===== config.mk =====
export PLATFORM = sky130hd
export DESIGN_NAME = sub1_frame_feed
export DESIGN_NICKNAME = d
export VERILOG_FILES = /design/src/rtl/sub1_frame_feed.sv
export SDC_FILE = /design/constraint.sdc
export NUM_CORES = 1
export LEC_CHECK = 0
export CORE_MARGIN = 4
export CORE_UTILIZATION = 30
export DETAILED_ROUTE_END_ITERATION = 10
export PLACE_DENSITY = 0.57
export SETUP_SLACK_MARGIN = 0.2
export SLEW_MARGIN = 25
export SYNTH_ARGS = -nofsm -noshare
export SYNTH_HDL_FRONTEND = slang
export SYNTH_SLANG_ARGS = --single-unit
export TNS_END_PERCENT = 100

===== constraint.sdc =====
create_clock -name clk -period 2.7 [get_ports clk]
set_clock_uncertainty 0.1 [all_clocks]
set_input_delay 0.54 -clock clk [delete_from_list [all_inputs] [get_ports clk]]
set_output_delay 0.54 -clock clk [all_outputs]
set_load 0.005 [all_outputs]

===== src/rtl/sub1_frame_feed.sv =====
`default_nettype none
// ============================================================================
// Module      : sub1_frame_feed
// Description : Packs a valid/ready byte stream into 3-byte frames for sub1.
//               Emits a one-cycle strobe with the current frame (packed), the
//               previous frame (unpacked) and the valid-byte count. Partial
//               frames go out on flush or after an idle timeout, padded.
// Revision    : 1.0 - initial release
// ============================================================================
module sub1_frame_feed #(
    parameter int         TIMEOUT = 16,
    parameter logic [7:0] PAD     = 8'h00
) (
    input  logic            clk,
    input  logic            rst_n,
    input  logic            i_en,
    input  logic            i_byte_vld,
    input  logic [7:0]      i_byte,
    output logic            o_byte_rdy,
    input  logic            i_flush,
    output logic            o_sig_a,
    output logic [1:0]      o_sig_b,
    output logic [0:2][7:0] o_sig_c,
    output logic [7:0]      o_sig_d [0:2],
    output logic [7:0]      o_frame_cnt
);

    // A zero TIMEOUT would otherwise give a zero-width timer.
    localparam int c_TMR_W = (TIMEOUT > 0) ? $clog2(TIMEOUT + 1) : 1;
    localparam logic [c_TMR_W-1:0] c_TMR_LAST = c_TMR_W'(TIMEOUT - 1);
    localparam bit c_TMO_EN = (TIMEOUT > 0);

    localparam logic [0:0] ST_IDLE    = 1'b0;
    localparam logic [0:0] ST_COLLECT = 1'b1;

    logic [0:0]         r_state;
    logic [1:0]         r_cnt;
    logic [0:2][7:0]    r_asm;
    logic [c_TMR_W-1:0] r_timer;

    logic               w_accept;
    logic               w_full;
    logic               w_flush_emit;
    logic               w_timeout;
    logic               w_emit;
    logic [1:0]         w_count;
    logic [0:2][7:0]    w_frame;

    // Ready simply follows enable, so the source is never stalled by an emit.
    assign o_byte_rdy   = i_en;
    assign w_accept     = i_byte_vld && i_en;
    assign w_full       = w_accept && (r_cnt == 2'd2);
    // A flush only matters if there is (or is about to be) a byte to send.
    assign w_flush_emit = i_flush && ((r_cnt != 2'd0) || w_accept);
    assign w_timeout    = c_TMO_EN && (r_state == ST_COLLECT) && i_en &&
                          !w_accept && (r_timer == c_TMR_LAST);
    assign w_emit       = w_full || w_flush_emit || w_timeout;
    assign w_count      = r_cnt + {1'b0, w_accept};

    // Frame to emit: stored slots, plus this cycle's byte, padding the rest.
    always_comb begin
        w_frame = {3{PAD}};
        for (int k = 0; k < 3; k++) begin
            if (2'(k) < r_cnt) begin
                w_frame[k] = r_asm[k];
            end else if (w_accept && (2'(k) == r_cnt)) begin
                w_frame[k] = i_byte;
            end
        end
    end

    // Assembly, FSM, idle timer and registered sub1 outputs.
    always_ff @(posedge clk or negedge rst_n) begin
        if (!rst_n) begin
            r_state     <= ST_IDLE;
            r_cnt       <= 2'd0;
            r_asm       <= '0;
            r_timer     <= '0;
            o_sig_a     <= 1'b0;
            o_sig_b     <= 2'd0;
            o_sig_c     <= '0;
            o_frame_cnt <= 8'd0;
            for (int k = 0; k < 3; k++) begin
                o_sig_d[k] <= 8'd0;
            end
        end else if (w_emit) begin
            o_sig_a     <= 1'b1;
            o_sig_b     <= w_count;
            o_sig_c     <= w_frame;
            o_frame_cnt <= o_frame_cnt + 8'd1;
            for (int k = 0; k < 3; k++) begin
                o_sig_d[k] <= o_sig_c[k];
            end
            r_state <= ST_IDLE;
            r_cnt   <= 2'd0;
            r_asm   <= '0;
            r_timer <= '0;
        end else begin
            o_sig_a <= 1'b0;
            if (w_accept) begin
                r_asm[r_cnt] <= i_byte;
                r_cnt        <= r_cnt + 2'd1;
                r_state      <= ST_COLLECT;
                r_timer      <= '0;
            end else if ((r_state == ST_COLLECT) && i_en) begin
                r_timer <= r_timer + c_TMR_W'(1);
            end
        end
    end

endmodule
`default_nettype wire


* Yosys cells after proc, flatten, opt, wreduce, memory -nomap -nowiden
Index checks and enable logic that the tools add are counted.
** Storage, ports and cells
- Register bits :: 91
- Latch bits :: 0
- Memory bits (writable) :: 0
- Bits in read-only memories :: 0
- Input bits :: 13
- Output and inout bits :: 60
- Logic and storage cells :: 66
- Memories :: 0
** Cells by class
- Add/sub/neg operators :: 4
- Multipliers :: 0
- Divide/modulo/power cells :: 0
- Magnitude comparators :: 5
- Eq/ne operators :: 4
- Shift-type cells :: 0
- Mux-type cells :: 19
- Bitwise logic cells :: 1
- Reductions and logical operators :: 18
** Operator list (number)
- $mux W8 :: 7
- $mux W24 :: 2
- $bwmux W24 :: 1
- $demux W8 S2 :: 1
- $mux W5 :: 3
- $logic_and A1 B1 Y1 :: 10
- $add A8 B1 Y8 const B :: 1
- $add A5 B1 Y5 const B :: 1
- $eq A5 B4 Y1 const B :: 1
- $lt A1 B2 Y1 const A :: 2
- $mux W2 :: 2
- $reduce_bool A2 Y1 :: 2
- $ge A3 B3 Y1 const B :: 1
- $logic_or A1 B1 Y1 :: 3
- $lt A3 B1 Y1 const B :: 1
- $mux W1 :: 3
- $not A2 Y3 :: 1
- $reduce_bool A3 Y1 :: 1
- $add A2 B1 Y2 :: 1
- $add A2 B1 Y2 const B :: 1
- $eq A1 B2 Y1 const A :: 1
- $eq A2 B2 Y1 const A :: 1
- $eq A2 B2 Y1 const B :: 1
- $logic_not A2 Y1 :: 1
- other kinds (2) :: 2

* Logic depth before layout (Yosys ltp)
- Word-level depth :: 8
- Depth in mapped cells :: 10
- Depth with buffers taken out :: 8

* Least setup slack after synthesis
Ideal clock, no wire load.
- Path type :: reg2reg
- Start :: register r_cnt[1]
- End :: register r_asm[10] (netlist name)
- Library setup time :: 123 ps
- Arrival time :: 1945 ps
- Required time :: 2477 ps
- Setup slack :: 532 ps
- Cell stages (with the launch flop) :: 11
- Path buffers :: 4
- Period minus slack after synthesis :: 2168 ps
- Cells stage by stage :: dfrtp_1 > clkbuf_1 > clkbuf_1 > inv_1 > ha_1 > nand2b_1 > o211a_1 > inv_2 > buf_6 > buf_2 > a21oi_1
** Between the ends
- Word-level cells in the longest chain between the ends :: 8
- Elaborated cells between the ends (all ways) :: 17
- Classes of those cells :: order compare: 2; eq/ne: 1; mux: 5; bitwise: 1; reduce/logical: 8
** Ends and longest elaborated chain
- from (decl) :: RTL line 37 : logic [1:0] r_cnt;
- from (signal assigned) :: RTL line 102 : r_cnt <= r_cnt + 2'd1;
- $not A2 Y3 (not written as such) :: RTL line 101 : r_asm[r_cnt] <= i_byte;
- $ge A3 B3 Y1 (not written as such) / $lt A3 B1 Y1 (equally long branches) :: RTL line 101
- $logic_and A1 B1 Y1 (not written as such) :: RTL line 101
- $mux W8 (not written as such) :: RTL line 101
- $demux W8 S2 :: RTL line 101
- $bwmux W24 :: RTL line 101
- $mux W24 :: RTL line 100 : if (w_accept) begin
- $mux W24 :: RTL line 86 : end else if (w_emit) begin
- to (signal, indexed assignment) :: RTL line 101
- to (decl) :: RTL line 38 : logic [0:2][7:0] r_asm;
Parallel ways exist; a longest one is shown, timed or not. The select of a mux whose other input is x is not followed.
A chain may end at the register's enable or synchronous reset.

* Final worst setup path
- Start :: input i_en
- End :: output o_byte_rdy
** RTL lines
- from (decl) :: RTL line 16 : input logic i_en,
- to (decl) :: RTL line 19 : output logic o_byte_rdy,
No word-level cell between the ends.

==> impl_metrics.yaml <==
cts:
  postCtsSetupBuffers: 0
  htree_levels: 3
  cts_root_buf: "clkbuf_16"
  postCtsResizedCells: 0
  clkLatencyLatePin_ns: 0.33
  hold_buffers: 0
  cts_sinks: 91
  path_clk_slew_ns: 0.06
  cts_made_buffers: 9
  cts_tree: "yes"
  clk_path_buf_depth: 2
sta:
  tightest_slew_ns: 0.5940
  timing.final.crit_share_pct: 87.16
  fmax_mhz: 424.9
  totalNegativeSetupSlack_ns: 0
  slew_viol_final: 0
  rsz0062_at_grt: "no"
  finalCriticalPeriod_ns: 2.353
  finalHoldViolations: 0
  slew_headroom_pct: 59.98
  setup_viol: 0
layout:
  syn_to_final_growth_pct: 32.71
  instances_no_fill: 629
  nets: 477
  num-fill-cells: 1217
  register_area_um2: 2277
  final_util_pct: 41.40
  diodes: 0
  drive_gt1_share_pct: 6.291
  multiInputGateArea_um2: 1390
place:
  place_inst: 613
  numPortBuffers: 72
  hpwl_um: 6238
  place_congestion: 0.7483
setup_path:
  critPathLaunch: "i_en"
  crit_end: "o_byte_rdy"
  cp-end-kind: "primary output"
  ff2ff_setup_slack_ns: 0.45
  worst_setup_path_start_kind: "primary input"
  path_max_fanout: 7
  crit_family: "buffers and inverters"
  path_common_cell: "clkdlybuf4s50_1"
  slowest_delay_ns: 0.62
  reg2reg_from: "r_timer[0]"
  worstPathCellList: "clkdlybuf4s50_1, clkdlybuf4s50_1"
  worst-path-buf-inv: 2
  crit_required_ns: 2.06
  critical_path_class: "primary input to primary output"
  worstPathArrival_ns: 1.71
  crit_path_top_delay_cell: "clkdlybuf4s50_1"
  r2r_cells: 10
  worst-path-stages: 2
  r2r-end: "o_sig_c[4]"
drt:
  detail_route.wl_per_cell_um: 14.01
  routed_via_density: 4.432
  postRouteAntennaNets: 0
  drt-initial-drc-count: 132
  drc: 0
  num_vias: 2788
  dr.pass1.iters: 4
  wirelength_um: 8814
synth:
  synth_area_leaders: "dfrtp_1 (60%), nand2_1 (13%), nor2_1 (3.3%)"
  synth-simple-area-share_pct: 21.44
  yosysSeqAreaShare_pct: 59.77
  syn_avg_cell_area_um2: 9.870
  synth_most_common_cell: "nand2_1"
  synth_area_um2: 3810
  syn_nets: 407
  ys_warn_count: 0
  synth_edf_count: 0
  synth_top_area_share_pct: 59.77
  ys_seq_elements: 91
  async_flop_share_pct: 100.0
  yosys.area_share.xor_xnor_pct: 2.759
  synth_common_cells: "nand2_1 (127), dfrtp_1 (91), nor2_1 (33)"
  yosys_most_used_dff: "dfrtp_1"
  synth_top_family_by_area: "simple AND/OR/NAND/NOR gates"
  synth_compound_area_share_pct: 9.392
  ys_types: 33
  synthMuxAreaShare_pct: 0.2627
  synth_fa_ha_area_share_pct: 2.627
  syn_inst: 386
  synth_area_leader_cell: "dfrtp_1"
grt:
  grt_usage_pct: 12.97
  grt-ovfl-total: 0
  grt_max_degree: 45
  grt_pass1_vias: 2902
  antenna_found_initial: 0
  grt_pass1_wl_um: 15120
power_and_ir_drop:
  p_total_uw: 5808
  power.leakage_uw: 0.002265
  ir_worst_vdd_v: 0.0004391
  p_per_area_nw_per_um2: 1149
floorplan:
  io_pins: 73
  num_rows: 40
  initial_core_util_pct: 31.20
  core_um2: 12210
  die_area_um2: 14570
  dieHeight_um: 120.7
  dieWidth_um: 120.7
run_status:
  outcome: "completed"
min_path:
  hold_class: "primary input to async pin"
run:
  maxCapViolations: 0
[cell usage in the layout (no fill, tap or decap), drive strengths merged, types with 4 or more instances in the layout]
cell type and n:
nand2 128, and2 9, o211ai 8, clkbuf 12, ha 8, buf 10
clkdlybuf4s50 71, a21oi 18, nor2 33, a221oi 8, nand2b 9, o21a 8
dfrtp 91, xor2 4, inv 6, xnor2 8, a31oi 8
[sequential cells by signal (all words and copies together) (netlist names)]
signal,flops
r_timer,5
r_cnt,2
o_sig_d,24
r_asm,24
o_sig_b,2
o_frame_cnt,8
r_state,1
o_sig_c,24
o_sig_a,1
[area by class of cell]
class	instances	area share (%)
Sequential cell	91	45.04
Timing Repair Buffer	81	16.53
Clock inverter	4	1.460
Multi-Input combinational cell	267	27.49
Clock buffer	12	4.875
Tap cell	168	4.157
Inverter	6	0.4454
[power breakdown]
group	total [uW]	switching (uW)	internal, uW
Clock	1340	506	837
Sequential	2290	396	1890
Combinational	2170	963	1210
Total	5810	1870	3940
[how the worst min path moves through the flow]
stage	cells past startpoint	to	slack, ns
after detailed placement	2	o_sig_d[8]	0.36
after floorplan	0	o_frame_cnt[0]	0.14
after CTS	1	o_frame_cnt[4]	0.06
after global routing	1	o_frame_cnt[4]	0.07
after global placement	2	o_sig_d[10]	0.35
final	1	o_frame_cnt[4]	0.05
[metrics by stage]
stage,instance area [um2],hold slack [ns],worst slack (ns)
floorplan,3810,0.1444,0.5317
global placement,4736,0.3484,0.3031
detailed placement,4736,0.3556,0.2027
CTS,5056,0.06411,0.3347
global route,5056,0.07137,0.2829
finish,5056,0.04553,0.3466
[cell families after synthesis]
kind of cell,count (synthesis)
adders and majority gates,8
and+or+nand+nor,192
DFF,91
buffers and inverters,28
muxes,1
AOI/OAI and AO/OA,54
xor gates and xnor gates,12
[per-layer routing]
layer | vias to the layer above | share of wire [%] | global-route usage [%]
li1 | 1404 | - | -
met2 | 46 | 50 | 22.14
met3 | 4 | 4.2 | 3.601
met4 | 0 | 1.1 | 3.399
met1 | 1334 | 44 | 16.20
met5 | - | 0 | 0
Power figures use the tool's default switching activity.
